===== src/rtl/zintack.sv =====
// Z80 interrupt-acknowledge handler: detects IM2 acknowledge cycles, drives the vector,
// and (with ZINTACK_RETI_EN defined) decodes RETI fetches to track ISR nesting depth.
module zintack (
    input  logic       clk,
    input  logic       rst_n,
    input  logic       m1_n,
    input  logic       iorq_n,
    input  logic       mreq_n,
    input  logic       rd_n,
    input  logic [7:0] din,
    input  logic [7:0] im2vect,
    output logic       intack,
    output logic [7:0] dout,
    output logic       dout_oe,
    output logic       reti,
    output logic       in_isr
);

    logic       m1_q;
    logic       iorq_q;
    logic       in_vld_q;
    logic       armed_q;
    logic       armed_d;
    logic       intack_q;
    logic       intack_d;
    logic [2:0] cnt_q;
    logic [2:0] cnt_d;
    logic [7:0] dout_q;
    logic [7:0] dout_d;
    logic       ack_cond;
    logic       intack_rise;
    logic       intack_fall;

    assign ack_cond    = !m1_q && !iorq_q;
    assign intack_d    = intack_q ? ack_cond : (ack_cond && armed_q);
    assign intack_rise = intack_d && !intack_q;
    assign intack_fall = intack_q && !intack_d;

    // The idle values forced into the input registers by reset are not real bus
    // observations, so they must not arm; otherwise an acknowledge held across
    // reset would re-trigger without the bus ever going idle.
    always_comb begin
        armed_d = armed_q;
        if (!ack_cond && in_vld_q)
            armed_d = 1'b1;
        else if (intack_rise)
            armed_d = 1'b0;
    end

    always_comb begin
        cnt_d = cnt_q;
        if (!intack_q)
            cnt_d = 3'd0;
        else if (cnt_q != 3'd3)
            cnt_d = cnt_q + 3'd1;
    end

    assign dout_d = (intack_q && cnt_q == 3'd2) ? im2vect : dout_q;

    always_ff @(posedge clk) begin
        if (!rst_n) begin
            m1_q     <= 1'b1;
            iorq_q   <= 1'b1;
            in_vld_q <= 1'b0;
            armed_q  <= 1'b0;
            intack_q <= 1'b0;
            cnt_q    <= 3'd0;
            dout_q   <= 8'hFF;
        end else begin
            m1_q     <= m1_n;
            iorq_q   <= iorq_n;
            in_vld_q <= 1'b1;
            armed_q  <= armed_d;
            intack_q <= intack_d;
            cnt_q    <= cnt_d;
            dout_q   <= dout_d;
        end
    end

    assign intack  = intack_q;
    assign dout    = dout_q;
    assign dout_oe = intack_q && (cnt_q == 3'd3);

`ifdef ZINTACK_RETI_EN
    localparam logic [0:0] ST_IDLE   = 1'b0;
    localparam logic [0:0] ST_GOT_ED = 1'b1;

    logic       mreq_q;
    logic       rd_q;
    logic [7:0] din_q;
    logic       fetch_cond;
    logic       fetch_q;
    logic       fetch_end;
    logic [7:0] op_q;
    logic [7:0] op_d;
    logic [0:0] st_q;
    logic [0:0] st_d;
    logic       reti_q;
    logic       reti_d;
    logic [2:0] depth_q;
    logic [2:0] depth_d;
    logic       in_isr_q;

    assign fetch_cond = !m1_q && !mreq_q && !rd_q;
    assign fetch_end  = fetch_q && !fetch_cond;
    // Opcode is the data seen on the last clk of the fetch.
    assign op_d       = fetch_cond ? din_q : op_q;

    always_comb begin
        st_d   = st_q;
        reti_d = 1'b0;
        if (intack_rise) begin
            st_d = ST_IDLE;
        end else if (fetch_end) begin
            case (st_q)
                ST_IDLE:   st_d = (op_q == 8'hED) ? ST_GOT_ED : ST_IDLE;
                ST_GOT_ED: begin
                    if (op_q == 8'h4D) begin
                        reti_d = 1'b1;
                        st_d   = ST_IDLE;
                    end else if (op_q == 8'hED) begin
                        st_d = ST_GOT_ED;
                    end else begin
                        st_d = ST_IDLE;
                    end
                end
                default:   st_d = ST_IDLE;
            endcase
        end
    end

    always_comb begin
        depth_d = depth_q;
        case ({intack_fall, reti_q})
            2'b10:   if (depth_q != 3'd7) depth_d = depth_q + 3'd1;
            2'b01:   if (depth_q != 3'd0) depth_d = depth_q - 3'd1;
            default: depth_d = depth_q;
        endcase
    end

    always_ff @(posedge clk) begin
        if (!rst_n) begin
            mreq_q   <= 1'b1;
            rd_q     <= 1'b1;
            din_q    <= 8'hFF;
            fetch_q  <= 1'b0;
            op_q     <= 8'h00;
            st_q     <= ST_IDLE;
            reti_q   <= 1'b0;
            depth_q  <= 3'd0;
            in_isr_q <= 1'b0;
        end else begin
            mreq_q   <= mreq_n;
            rd_q     <= rd_n;
            din_q    <= din;
            fetch_q  <= fetch_cond;
            op_q     <= op_d;
            st_q     <= st_d;
            reti_q   <= reti_d;
            depth_q  <= depth_d;
            in_isr_q <= (depth_d != 3'd0);
        end
    end

    assign reti   = reti_q;
    assign in_isr = in_isr_q;
`else
    logic unused_fetch;
    assign unused_fetch = ^{din, mreq_n, rd_n, intack_fall};
    assign reti   = 1'b0;
    assign in_isr = 1'b0;
`endif

endmodule


===== config.mk =====
export PLATFORM = sky130hd
export DESIGN_NAME = zintack
export DESIGN_NICKNAME = d
export VERILOG_FILES = /design/src/rtl/zintack.sv
export SDC_FILE = /design/constraint.sdc
export NUM_CORES = 1
export LEC_CHECK = 0
export BUFFER_PORTS_ARGS = -buffer_cell sky130_fd_sc_hd__buf_2
export CAP_MARGIN = 40
export CORE_UTILIZATION = 44
export CTS_CLUSTER_DIAMETER = 50
export CTS_CLUSTER_SIZE = 40
export DETAILED_ROUTE_END_ITERATION = 8
export GPL_ROUTABILITY_DRIVEN = 0
export PLACE_DENSITY = 0.82
export SYNTH_ARGS = -nofsm -noshare
export SYNTH_HDL_FRONTEND = slang
export SYNTH_SLANG_ARGS = --single-unit
export TNS_END_PERCENT = 50

===== constraint.sdc =====
create_clock -name clk -period 1.3 [get_ports clk]
set_input_delay 0.13 -clock clk [delete_from_list [all_inputs] [get_ports clk]]
set_output_delay 0.13 -clock clk [all_outputs]
set_load 0.02 [all_outputs]

# Word-level counts from Yosys, hierarchy flattened
# Index checks and enable logic that the tools add are counted.
# word_totals
input_bits	22
elab_cells	27
output_inout_bits	12
reg_bits	16
# classes
muxes	4
eq_ne	3
n_reduce_logical	12
add_sub_neg	1
# ops
cell	count
$eq A3 B2 Y1 const B	2
$logic_and A1 B1 Y1	6
$logic_not A1 Y1	4
$mux W1	4
$add A3 B1 Y3 const B	1
$ne A3 B2 Y1 const B	1
$reduce_and A2 Y1	1
$reduce_bool A2 Y1	1

# Longest topological paths before layout
# logic_depth
depth_word	7
mapped_depth	6
mapped_depth_nobuf	4

# Worst setup path after synthesis
# Ideal clock, no wire load.
# synth_path
kind	register -> register
start	register cnt_q[0]
end	register cnt_q[1]
required_time_ps	1230
setup_slack_ps	87
stages_incl_launch_ff	5
path_buffers	0
period_less_slack_ps	1213
setup_ps	70
arrival_time_ps	1143
path_cell_list	dfxtp_1 -> ha_1 -> ha_1 -> or2_2 -> a21oi_1
# synth_between
elab_chain_len	1
word_cells_on_any_way	2
classes_between	1 x add/sub; 1 x eq/ne
# synth_rtl
item	line_no	text
start: declaration	26	logic [2:0] cnt_q;
start signal: assignment	75	cnt_q <= cnt_d;
$add A3 B1 Y3 / $ne A3 B2 Y1 (equally long branches)	55, 54	
# Several ways; a longest one is shown, not always the timed one.
# A chain may end at the register's enable or synchronous reset.

# Final worst setup path
# layout_path
start	register cnt_q[1]
end	output dout_oe
# layout_between
elab_chain_len	2
# layout_rtl
item	line_no	text
$eq A3 B2 Y1	82	assign dout_oe = intack_q && (cnt_q == 3'd3);
$logic_and A1 B1 Y1	82	
end: declaration	14	output logic dout_oe,
# Every way passes these cells.

==> out/qor.yml <==
synth:
  synth_top_flop_cell: "dfxtp_1"
  syn_inst: 69
  synth.area.top_cells: "dfxtp_1 (44%), o211ai_2 (14%), nand4b_1 (9.7%), ha_1 (5.2%), inv_1 (5.2%)"
  synth_edf_count: 0
  netlist_area_um2: 722
  avgSynthCellArea_um2: 10.5
  yosysWarnings: 0
  yosys_register_bits: 16
  synth_most_common_cell: "dfxtp_1"
  yosys-top-cells-count: "dfxtp_1 (16), inv_1 (10), nand4b_1 (8), o211ai_2 (8)"
  seq_area_frac_synth_pct: 44.4
  synth.distinct_cells: 23
  synth_top_area_share_pct: 44.4
  synth_area_leader_cell: "dfxtp_1"
  synth_async_sr_flop_share_pct: 0
routing:
  viasPerCell: 5.09
  drtIter0Drc: 8
  detail_route.wl_per_cell_um: 11.0
  drc: 0
  vias: 565
  drtAntennaViolNets: 0
  wirelength_um: 1230
  drt_first_pass_iters: 4
floorplan:
  fp-row-count: 14
  die_x_um: 42.5
  die_area_mm2: 0.00181
  io_pins: 34
  start_util_pct: 47.4
  die_h_um: 42.5
  core_mm2: 0.00152
sta:
  fin_skew_ps: 6.24
  period_needed_ps: 1340
  rsz0062_at_grt: "yes"
  fin_crit_sh_pct: 103
  final-hold-violation-count: 0
  setup_slack_ps: -42.4
  max_freq_mhz: 745
  fin_hold_ws_ps: 33.2
  setup_violations: 1
  finalMaxSlewViolations: 0
place:
  placedCellCount: 105
  hpwl_um: 855
  placed_area_um2: 831
  placement.io_buffers: 21
worst_setup_path:
  crit_fanout: 3
  r2r_cells: 5
  crit_top_cell: "ha_4"
  worstPathArrival_ps: 1210
  endpoint_kind: "primary output"
  reg2reg_from: "cnt_q[0]$_SDFFE_PN0P_"
  crit_type: "register to primary output"
  cpPeakStageDelay_ps: 370
  timing.rr.end: "dout[6]$_SDFFE_PN1P_"
  critical_path.startpoint: "cnt_q[1]$_SDFFE_PN0P_"
  r2r_slack_ps: 40
  worstPathRequired_ps: 1170
  path_cells: "ha_4 > ha_4 > and2_4 > buf_6"
  crit_path_start_kind: "register"
  slowest_stage: "dfxtp_4"
  cp-endpoint: "dout_oe"
global_route:
  grt_util_met2_pct: 22.2
  grt_pass1_wl_um: 1990
  grt_max_degree: 16
  grt_use_met1_pct: 18.7
  grt_use_total_pct: 14.6
  grt_most_used_layer: "met2"
  use_met3_pct: 3.02
  grt_pass1_vias: 491
  grt.overflow.total: 0
  antenna_found_initial: 0
final_layout:
  final_nets: 121
  fin_cells: 111
  fin_util_pct: 60.9
  n_fill_cell: 145
  syn2layout_area_growth_pct: 28.6
  multi_input_area_um2: 353
  drive_gt1_share_pct: 49.5
  regArea_um2: 325
  final_area_um2: 928
  n_antenna_cell: 0
power:
  power.leakage_nw: 0.421
  irDropWorstVdd_v: 0.000746
  powerDensity_mw_per_mm2: 926
  p_sw_share_pct: 20.5
  p_int_mw: 0.684
  comb_power_share_pct: 4.7
  p_total_mw: 0.860
  power_switching_mw: 0.176
  power_frac_clock_pct: 37.2
  pwr-share-seq_pct: 58.2
clock_tree:
  clock_path_buffers: 2
  htreeDepth: 1
  cts_sinks: 16
  cts_tree: "yes"
  clk_latency_ps: 280
  cts_buffers: 3
  path_clk_slew_ps: 100
  cts_root_buf: "clkbuf_4"
  ctsHoldBuffers: 0
hold_path:
  hp-class: "primary input to register"
outcome:
  violations: "negative setup slack"
  outcome: "finished, violations left"
run:
  cap_violations: 0
-- power by group through the flow --
stage          Clock [mW]  Sequential (mW)  Combinational (mW)
2_1_floorplan           0            0.513              0.0250
3_3_place_gp            0            0.513              0.0389
3_5_place_dp            0            0.514              0.0395
4_1_cts             0.337            0.502              0.0401
5_1_grt             0.357            0.502              0.0435
6_report            0.319            0.500              0.0401
-- state kept, by name, indices dropped and copies added (netlist names) --
| signal | flops |
|---|---|
| armed_q | 1 |
| cnt_q | 3 |
| dout | 8 |
| in_vld_q | 1 |
| intack | 1 |
| iorq_q | 1 |
| m1_q | 1 |
-- layer usage --
metal	routed length (um)	part of all wire [%]	vias to the layer above
li1	-	-	287
met1	563	46	257
met2	577	47	19
met3	79	6.4	2
met4	4	0.33	0
met5	0	0	-
-- cells in the final DEF, fill, tap and decap left out, drive strengths merged --
| master | n |
|---|---|
| a211oi | 1 |
| a21oi | 1 |
| and2 | 1 |
| and3b | 1 |
| buf | 27 |
| clkbuf | 4 |
| conb | 2 |
| dfxtp | 16 |
| ha | 3 |
| inv | 10 |
| nand2 | 3 |
| nand2b | 2 |
| nand4b | 8 |
| nor2 | 1 |
| nor2b | 1 |
| nor3 | 1 |
| o211ai | 9 |
| o21ai | 1 |
| o311ai | 1 |
| or2 | 1 |
| xor2 | 1 |
-- how the worst min path moves through the flow --
stage | from | end | cells after the start
detailed placement | m1_n | m1_q$_SDFF_PN1_ | 2
global route | m1_n | m1_q$_SDFF_PN1_ | 2
global placement | iorq_n | iorq_q$_SDFF_PN1_ | 2
floorplan | rst_n | in_vld_q$_DFF_P_ | 0
CTS | m1_n | m1_q$_SDFF_PN1_ | 2
finish | m1_n | m1_q$_SDFF_PN1_ | 2
-- logic make-up (layout without fill, tap and decap cells) --
group                    Yosys count  after routing  share of synthesized area [%]
AND/OR/NAND/NOR                   19             19                           18.0
flip-flops                        16             16                           44.4
buffers and inverters             16             41                           12.1
AO/OA/AOI/OAI                     13             13                           18.5
adder cells (fa/ha/maj)            3              3                           5.20
other                              1              2                          0.519
XOR/XNOR                           1              1                           1.21
-- worst max-delay path, delay by kind of cell, from the launching register on --
kind          cells  cell delay [ps]
fa+ha+maj         2              310
buf+inv           1              120
flops             1              370
simple gates      1              130
-- repair_timing --
item / in CTS / in global routing
endpoints found under the setup margin: 1 / 4
gates resized for setup: 9 / 4
pin swaps: 0 / 1
buffers inserted: 1 / 1
-- layout make-up --
type                       count  area share [%]
clock buffer                   4            3.91
inverter                      10            4.04
multi-input combinational     38            38.0
sequential                    16            35.0
tap                           16            2.16
timing repair buffer          27            16.8
-- per-stage QoR --
stage          setup WS, ps  setup TNS (ps)
5_1_grt               -75.1           -98.3
4_1_cts               -52.7           -52.7
3_3_place_gp           77.2               0
2_1_floorplan          87.5               0
3_5_place_dp           48.8               0
6_report              -42.4           -42.4
Note: power is estimated with default switching activity, not from simulation.
